$ cat src/rtl/isp_vid_switch.sv
// Glitch-free video input switch: changes source only when both old and new channels are blanked.
// Optional forced-switch timeout is built when ISP_VID_SWITCH_TIMEOUT_EN is defined.
module isp_vid_switch #(
  parameter int unsigned BITS     = 8,
  parameter int unsigned CHANNELS = 4,
  parameter int unsigned DELAY    = 0,
  parameter int unsigned TIMEOUT  = 4096,
  localparam int unsigned SW      = $clog2(CHANNELS)
) (
  input  logic                     pclk,
  input  logic                     rst,
  input  logic [SW-1:0]            sel_req,
  input  logic [CHANNELS-1:0]      in_href,
  input  logic [CHANNELS-1:0]      in_vsync,
  input  logic [CHANNELS*BITS-1:0] in_data,
  output logic                     out_href,
  output logic                     out_vsync,
  output logic [BITS-1:0]          out_data,
  output logic [SW-1:0]            sel_active,
  output logic                     switch_pending,
  output logic                     timeout_err
);

  typedef enum logic {StStable, StPending} state_e;

  state_e        state_q, state_d;
  logic [SW-1:0] active_q, active_d;
  logic [SW-1:0] target_q, target_d;

  logic req_valid, both_blank, cancel, retarget, timeout_hit;

  assign req_valid  = 32'(sel_req) < CHANNELS;
  assign both_blank = !in_href[active_q] && !in_vsync[active_q] &&
                      !in_href[target_q] && !in_vsync[target_q];
  assign cancel     = req_valid && (sel_req == active_q);
  assign retarget   = req_valid && (sel_req != active_q) && (sel_req != target_q);

  // Pending resolution priority: cancel, retarget, blank switch, forced switch.
  always_comb begin
    state_d  = state_q;
    active_d = active_q;
    target_d = target_q;
    case (state_q)
      StStable: begin
        if (req_valid && (sel_req != active_q)) begin
          target_d = sel_req;
          state_d  = StPending;
        end
      end
      StPending: begin
        if (cancel) begin
          state_d = StStable;
        end else if (retarget) begin
          target_d = sel_req;
        end else if (both_blank || timeout_hit) begin
          active_d = target_q;
          state_d  = StStable;
        end
      end
      default: state_d = StStable;
    endcase
  end

  always_ff @(posedge pclk) begin
    if (rst) begin
      state_q  <= StStable;
      active_q <= '0;
      target_q <= '0;
    end else begin
      state_q  <= state_d;
      active_q <= active_d;
      target_q <= target_d;
    end
  end

`ifdef ISP_VID_SWITCH_TIMEOUT_EN
  localparam int unsigned CW = $clog2(TIMEOUT + 1);

  logic [CW-1:0] cnt_q, cnt_d;
  logic          err_q, err_d;
  logic          forced;

  assign timeout_hit = cnt_q >= CW'(TIMEOUT - 1);
  assign forced      = (state_q == StPending) && !cancel && !retarget && !both_blank &&
                       timeout_hit;

  always_comb begin
    cnt_d = '0;
    if ((state_q == StPending) && (state_d == StPending) && !retarget) begin
      cnt_d = (cnt_q == {CW{1'b1}}) ? cnt_q : cnt_q + 1'b1;
    end
    err_d = err_q | forced;
  end

  always_ff @(posedge pclk) begin
    if (rst) begin
      cnt_q <= '0;
      err_q <= 1'b0;
    end else begin
      cnt_q <= cnt_d;
      err_q <= err_d;
    end
  end

  assign timeout_err = err_q;
`else
  assign timeout_hit = 1'b0;
  assign timeout_err = 1'b0;
`endif

  // Stage 0 samples the channel selected before this edge; DELAY stages follow.
  logic [BITS+1:0] pipe_q [DELAY+1];

  always_ff @(posedge pclk) begin
    if (rst) begin
      for (int i = 0; i <= int'(DELAY); i++) begin
        pipe_q[i] <= '0;
      end
    end else begin
      pipe_q[0] <= {in_href[active_q], in_vsync[active_q], in_data[active_q*BITS +: BITS]};
      for (int i = 1; i <= int'(DELAY); i++) begin
        pipe_q[i] <= pipe_q[i-1];
      end
    end
  end

  assign {out_href, out_vsync, out_data} = pipe_q[DELAY];
  assign sel_active     = active_q;
  assign switch_pending = (state_q == StPending);

endmodule
$ cat config.mk
export PLATFORM = sky130hd
export DESIGN_NAME = isp_vid_switch
export DESIGN_NICKNAME = d
export VERILOG_FILES = /design/src/rtl/isp_vid_switch.sv
export SDC_FILE = /design/constraint.sdc
export NUM_CORES = 1
export LEC_CHECK = 0
export ABC_AREA = 1
export CORE_MARGIN = 10
export CORE_UTILIZATION = 36
export CTS_CLUSTER_SIZE = 12
export DETAILED_ROUTE_END_ITERATION = 7
export PLACE_DENSITY = 0.81
export SYNTH_ARGS = -nofsm -noshare
export SYNTH_HDL_FRONTEND = slang
export SYNTH_SLANG_ARGS = --single-unit
$ cat constraint.sdc
create_clock -name pclk -period 1.5 [get_ports pclk]
set_clock_uncertainty 0.1 [all_clocks]
set_input_delay 0.3 -clock pclk [delete_from_list [all_inputs] [get_ports pclk]]
set_output_delay 0.3 -clock pclk [all_outputs]
set_load 0.01 [all_outputs]
==> results of run 1 <==
-- cell usage in the layout, fill, tap and decap left out --
master / netlist / final
a21oi_1: 9 / 9
buf_4: 2 / 11
clkbuf_4: 0 / 3
clkdlybuf4s50_1: 0 / 43
clkinv_2: 0 / 1
conb_1: 1 / 1
dfxtp_1: 15 / 12
dfxtp_2: 0 / 3
dlygate4sd2_1: 0 / 13
inv_1: 16 / 15
inv_2: 1 / 2
nand2_1: 34 / 34
nand2_2: 1 / 1
nand3_1: 5 / 5
nand3_2: 3 / 3
nand4_1: 2 / 2
nor2_1: 41 / 41
nor2_2: 2 / 2
nor2_4: 1 / 1
o21ai_0: 20 / 20
-- report_power, final --
group,internal [W],switching (W),leakage [nW]
clock,0.0000993,0.000147,0.0177
sequential,0.000422,0.0000121,0.126
combinational,0.000158,0.000108,0.626
total,0.000679,0.000267,0.769
-- worst paths after layout --
path,from,to,slack (ns),cells past startpoint
worst max register to register,sel_active[0]$_SDFFE_PP0P_,sel_active[0]$_SDFFE_PP0P_,0.12,10
worst max-delay path,sel_req[1],target_q[0]$_SDFFE_PP0P_,0.10,10
worst min-delay path,target_q[1]$_SDFFE_PP0P_,target_q[1]$_SDFFE_PP0P_,0.44,2
worst min register to register,target_q[1]$_SDFFE_PP0P_,target_q[1]$_SDFFE_PP0P_,0.44,2
-- state kept, by name (all words and copies together), names as in the netlist --
register	cells
pipe_q	10
switch_pending	1
sel_active	2
target_q	2
-- routing by layer --
layer / GRT usage / up-vias
met3: 0.0620 / 2
li1: - / 618
met2: 0.184 / 50
met1: 0.160 / 494
met4: 0.0129 / 0
met5: 0 / -
-- final cells by class --
class                   instances  area, µm²  area share
repair buffers                 67        627       0.395
flip-flops and latches         15        304       0.191
multi-input cells             119        528       0.333
inverters                      17       63.8      0.0402
well taps                      30       37.5      0.0236
clock buffers                   3       22.5      0.0142
clock inverters                 1       5.00     0.00315
-- critical path, delay by kind of cell --
family,cells,cell delay (ns)
simple gates,6,0.47
buf+inv,4,0.70
-- stage by stage --
stage               total power, W  std cells  instance area, µm²  TNS [ns]  hold slack (ns)
floorplan                 0.000547        159                 947         0            0.363
detailed placement        0.000722        248                1570    -0.812            0.424
global placement          0.000718        248                1570    -0.646            0.420
CTS                       0.000955        252                1580         0            0.440
global route               0.00101        252                1590   -0.0116            0.477
finish                    0.000946        252                1590         0            0.440
-- repair_timing --
action,4_1_cts,5_1_grt
setup buffers,0,0
gates resized for setup,13,4
endpoints found under the setup margin,13,5
pin swaps,0,0
-- kinds of logic after synthesis --
logic type | count (synthesis) | share of synthesized area
AO/OA/AOI/OAI | 29 | 0.153
AND/OR/NAND/NOR | 89 | 0.400
buffers and inverters | 25 | 0.125
other | 1 | 0.00396
flip-flops | 15 | 0.317
==> results by group, run 1 <==
Placed design
  – Pre-CTS WS: -0.203 ns
  – Placer Congestion: 0.828
  – DP HPWL: 2630 µm
  – # port buffers: 56

Clock network
  – Clock sinks: 15
  – CTS Buf Count: 3
  – Cts hold-fix bufs: 0
  – CTS tree: yes
  – Clk Latency, worst-skew pair: 0.29 ns
  – CTS root buffer: clkbuf_4
  – Reg clk slew, reported paths: 0.10 ns
  – Htree depth: 1
  – CTS Buffer Depth: 2

Global routing
  – GRT Residual Overflow: 0
  – Vias in the first global route: 1102
  – Initial antenna violation count: 0
  – Total GRT Usage: 0.123
  – First-pass GRT wire length: 5270 µm
  – Largest net degree at the start of global routing: 17

Setup path
  – CP required: 1.59 ns
  – CP Cell Sequence: clkdlybuf4s50_1 > inv_1 > nand2_1 > nand2_1 > nor2_2 > inv_1 > nand2_1 > inv_1 > nor2_1 > nor2_1
  – Crit start category: input pin
  – Crit path kind: in2reg
  – Crit-path max FO: 4
  – Critical Path AT: 1.49 ns
  – Largest stage delay on the critical path: 0.51 ns
  – Setup crit end kind: flip-flop
  – Worst-path cell with the longest stage delay: clkdlybuf4s50_1

Power and ir drop
  – Peak supply drop: 0.547 mV
  – PwrDens: 596 mW/mm²
  – P_leak: 0.769 nW

Logic synthesis
  – Post-synth EDFFs: 0
  – Cells after synthesis: 159
  – Synth cell count leaders: nor2_1, nand2_1, o21ai_0
  – YS warnings: 0
  – Netlist cell types: 18
  – Top-count cell post-synth: nor2_1
  – Post-Syn Nets: 203
  – Flops & latches, synth: 15
  – Top_reg_cell synth: dfxtp_1
  – FFs w/ async S/R, synth: 0
  – Synthesized area per cell: 5.96 µm²
  – Post-synth top area cell: dfxtp_1
  – Area contributors post-synth: dfxtp_1, nor2_1, nand2_1
  – Yosys top cell area share: 0.317
  – Register area share after synthesis: 0.317
  – Mapped Area: 947 µm²

Routing
  – DR WL met3: 357 µm
  – DR DRC count: 0
  – ANT nets after route: 0
  – First drt pass iteration count: 4
  – Max Used Layer: met4
  – Drt initial violations: 93
  – Avg WL per Cell: 12.9 µm
  – Avg Vias per Cell: 4.62
  – M1 WL: 1470 µm
  – DR vias: 1164
  – Routed WL: 3250 µm
  – Met2 Routed Length: 1420 µm

STA
  – Worst setup margin: 0.104 ns
  – Max Clk Rate: 0.716 GHz
  – Post-route minimum period: 1.40 ns
  – Slew Viols, Final: 0
  – Final Hold Fails: 0
  – RSZ-0062 raised after global routing: yes
  – Final Cycle Share: 0.931
  – Final setup viols: 0

Floorplan
  – Chip width: 71.3 µm
  – Die ar.: 0.00508 mm²
  – # rows: 18
  – Chip height: 71.3 µm
  – Starting Density: 0.379
  – Num ports: 58
  – Core area: 0.00250 mm²

Final layout
  – Nets: 267
  – Final core utilization: 0.635
  – Layout cells sized above 1: 0.122
  – # fillers: 227
  – N_diodes: 0
  – Area delta synth->final: 67.6%

Status
  – Status: finished clean

Run
  – Max Cap Viol: 0

Min path
  – Hold Crit Class: reg2reg
Power figures use the tool's default switching activity.
==> run 2: changes to the inputs <==
--- a/config.mk
+++ b/config.mk
@@ -10,7 +10,9 @@
 export CORE_UTILIZATION = 36
 export CTS_CLUSTER_SIZE = 12
 export DETAILED_ROUTE_END_ITERATION = 7
+export HOLD_SLACK_MARGIN = 0.15
 export PLACE_DENSITY = 0.81
+export RECOVER_POWER = 25
 export SYNTH_ARGS = -nofsm -noshare
 export SYNTH_HDL_FRONTEND = slang
 export SYNTH_SLANG_ARGS = --single-unit
==> constraint.sdc (replaced) <==
create_clock -name pclk -period 1.5 [get_ports pclk]
set_clock_uncertainty 0.1 [all_clocks]
set_input_delay 0.3 -clock pclk [delete_from_list [all_inputs] [get_ports pclk]]
set_output_delay 0.3 -clock pclk [all_outputs]
set_load 0.1 [all_outputs]
==> results by group, run 2 (synthesis gave the netlist of run 1 again) <==
Power and ir drop
  – PwrDens: 635 mW/mm²
  – Power, Total: 0.00115 W
  – P_leak: 0.841 nW
  – Peak supply drop: 0.465 mV

Global routing
  – Initial antenna violation count: 0
  – First-pass GRT wire length: 5490 µm
  – Vias in the first global route: 1154
  – Largest net degree at the start of global routing: 17
  – Total GRT Usage: 0.128
  – GRT Residual Overflow: 0

Setup path
  – Crit-path max FO: 7
  – Crit path kind: reg2out
  – Critical Path AT: 1.04 ns
  – Crit start category: flip-flop
  – CP required: 1.10 ns
  – Setup crit end kind: output port

Final layout
  – Most common cell after layout, fill and taps aside: clkdlybuf4s50_1
  – Non-filler instance count after layout: 257
  – Layout cells sized above 1: 0.220
  – Most frequent cells in the layout: clkdlybuf4s50_1, nor2_1, nand2_1
  – N_diodes: 0
  – Nets: 272
  – # fillers: 184
  – Max reg flops: 10
  – Largest Register: pipe_q
  – Area delta synth->final: 90.9%

Floorplan
  – Num ports: 58
  – Core area: 0.00250 mm²
  – Die ar.: 0.00508 mm²
  – # rows: 18
  – Starting Density: 0.379
  – Chip width: 71.3 µm
  – Chip height: 71.3 µm

Status
  – Status: finished clean

Placed design
  – DP HPWL: 2750 µm
  – Placer Congestion: 0.883
  – Placed Instances: 245
  – # port buffers: 56
  – Pre-CTS WS: -0.233 ns

Routing
  – DR WL met3: 382 µm
  – Met2 Routed Length: 1730 µm
  – Avg Vias per Cell: 4.80
  – DR vias: 1234
  – Routed WL: 3570 µm
  – Avg WL per Cell: 13.9 µm
  – ANT nets after route: 0
  – M1 WL: 1440 µm
  – Drt initial violations: 66
  – DR DRC count: 0
  – Max Used Layer: met4
  – First drt pass iteration count: 4

STA
  – Final Hold Fails: 0
  – Final Cycle Share: 0.962
  – Max Clk Rate: 0.693 GHz
  – Post-route minimum period: 1.44 ns
  – Slew Viols, Final: 0
  – Worst setup margin: 0.0577 ns
  – Worst hold slack: 0.259 ns
  – Setup tns final: 0 ns
  – Final setup viols: 0

Clock network
  – Reg clk slew, reported paths: 0.10 ns
  – Clock sinks: 15
  – Htree depth: 1
  – CTS Buf Count: 3
  – CTS Buffer Depth: 2
  – CTS tree: yes
  – Clk Latency, worst-skew pair: 0.29 ns
  – CTS root buffer: clkbuf_4

Min path
  – Hold Crit Class: in2reg

Run
  – Max Cap Viol: 0
-- run 2: cell types whose count changed in the layout (fill, tap and decap cells not counted), moves of 3 or more --
cell,before,now
nand2_2,1,4
buf_12,0,13
buf_4,11,15
dlygate4sd2_1,13,0
nand2_1,34,31
-- run 2: timing repair --
| item | CTS | global route |
|---|---|---|
| gates resized for setup | 0 | 14 |
| hold buffers | 0 | 0 |
| setup buffers | 0 | 8 |
| endpoints found under the setup margin | 0 | 4 |
-- run 2: area by class of cell --
class / count / area, µm² / area share
clock inverter: 1 / 5.00 / 0.00277
inverter: 17 / 75.1 / 0.0415
clock buffer: 3 / 22.5 / 0.0125
sequential: 15 / 310 / 0.172
multi-input combinational: 119 / 538 / 0.298
tap: 30 / 37.5 / 0.0208
timing repair buffer: 72 / 820 / 0.453
-- run 2: worst max-delay path, cell delays in order (launching register included) --
cell and delay (ns):
dfxtp_4 0.39, buf_4 0.17, buf_12 0.18
-- run 2: path summary, 6_finish.rpt --
path / slack, ns / to / cells after the start / from
setup / recovery: 0.06 / sel_active[1] / 2 / sel_active[1]$_SDFFE_PP0P_
hold / removal: 0.26 / target_q[1]$_SDFFE_PP0P_ / 3 / sel_req[1]
setup reg to reg: 0.07 / sel_active[1]$_SDFFE_PP0P_ / 10 / sel_active[0]$_SDFFE_PP0P_
hold reg to reg: 0.43 / target_q[1]$_SDFFE_PP0P_ / 2 / target_q[1]$_SDFFE_PP0P_
-- run 2: layer usage --
layer  global-route usage  up-vias
met3               0.0413        6
met4               0.0215        0
li1                     -      632
met1                0.150      535
met2                0.224       61
met5                    0        -
-- run 2: metrics by stage --
step           utilization  instance area [µm²]
2_1_floorplan            -                  956
3_3_place_gp         0.676                 1690
6_report             0.723                 1810
3_5_place_dp         0.676                 1690
5_1_grt              0.723                 1810
4_1_cts              0.687                 1720
-- run 2: where the power goes --
part | internal (W) | switching, W | total, W
logic | 0.000211 | 0.000246 | 0.000456
registers | 0.000420 | 0.0000242 | 0.000444
clock network | 0.0000991 | 0.000148 | 0.000247
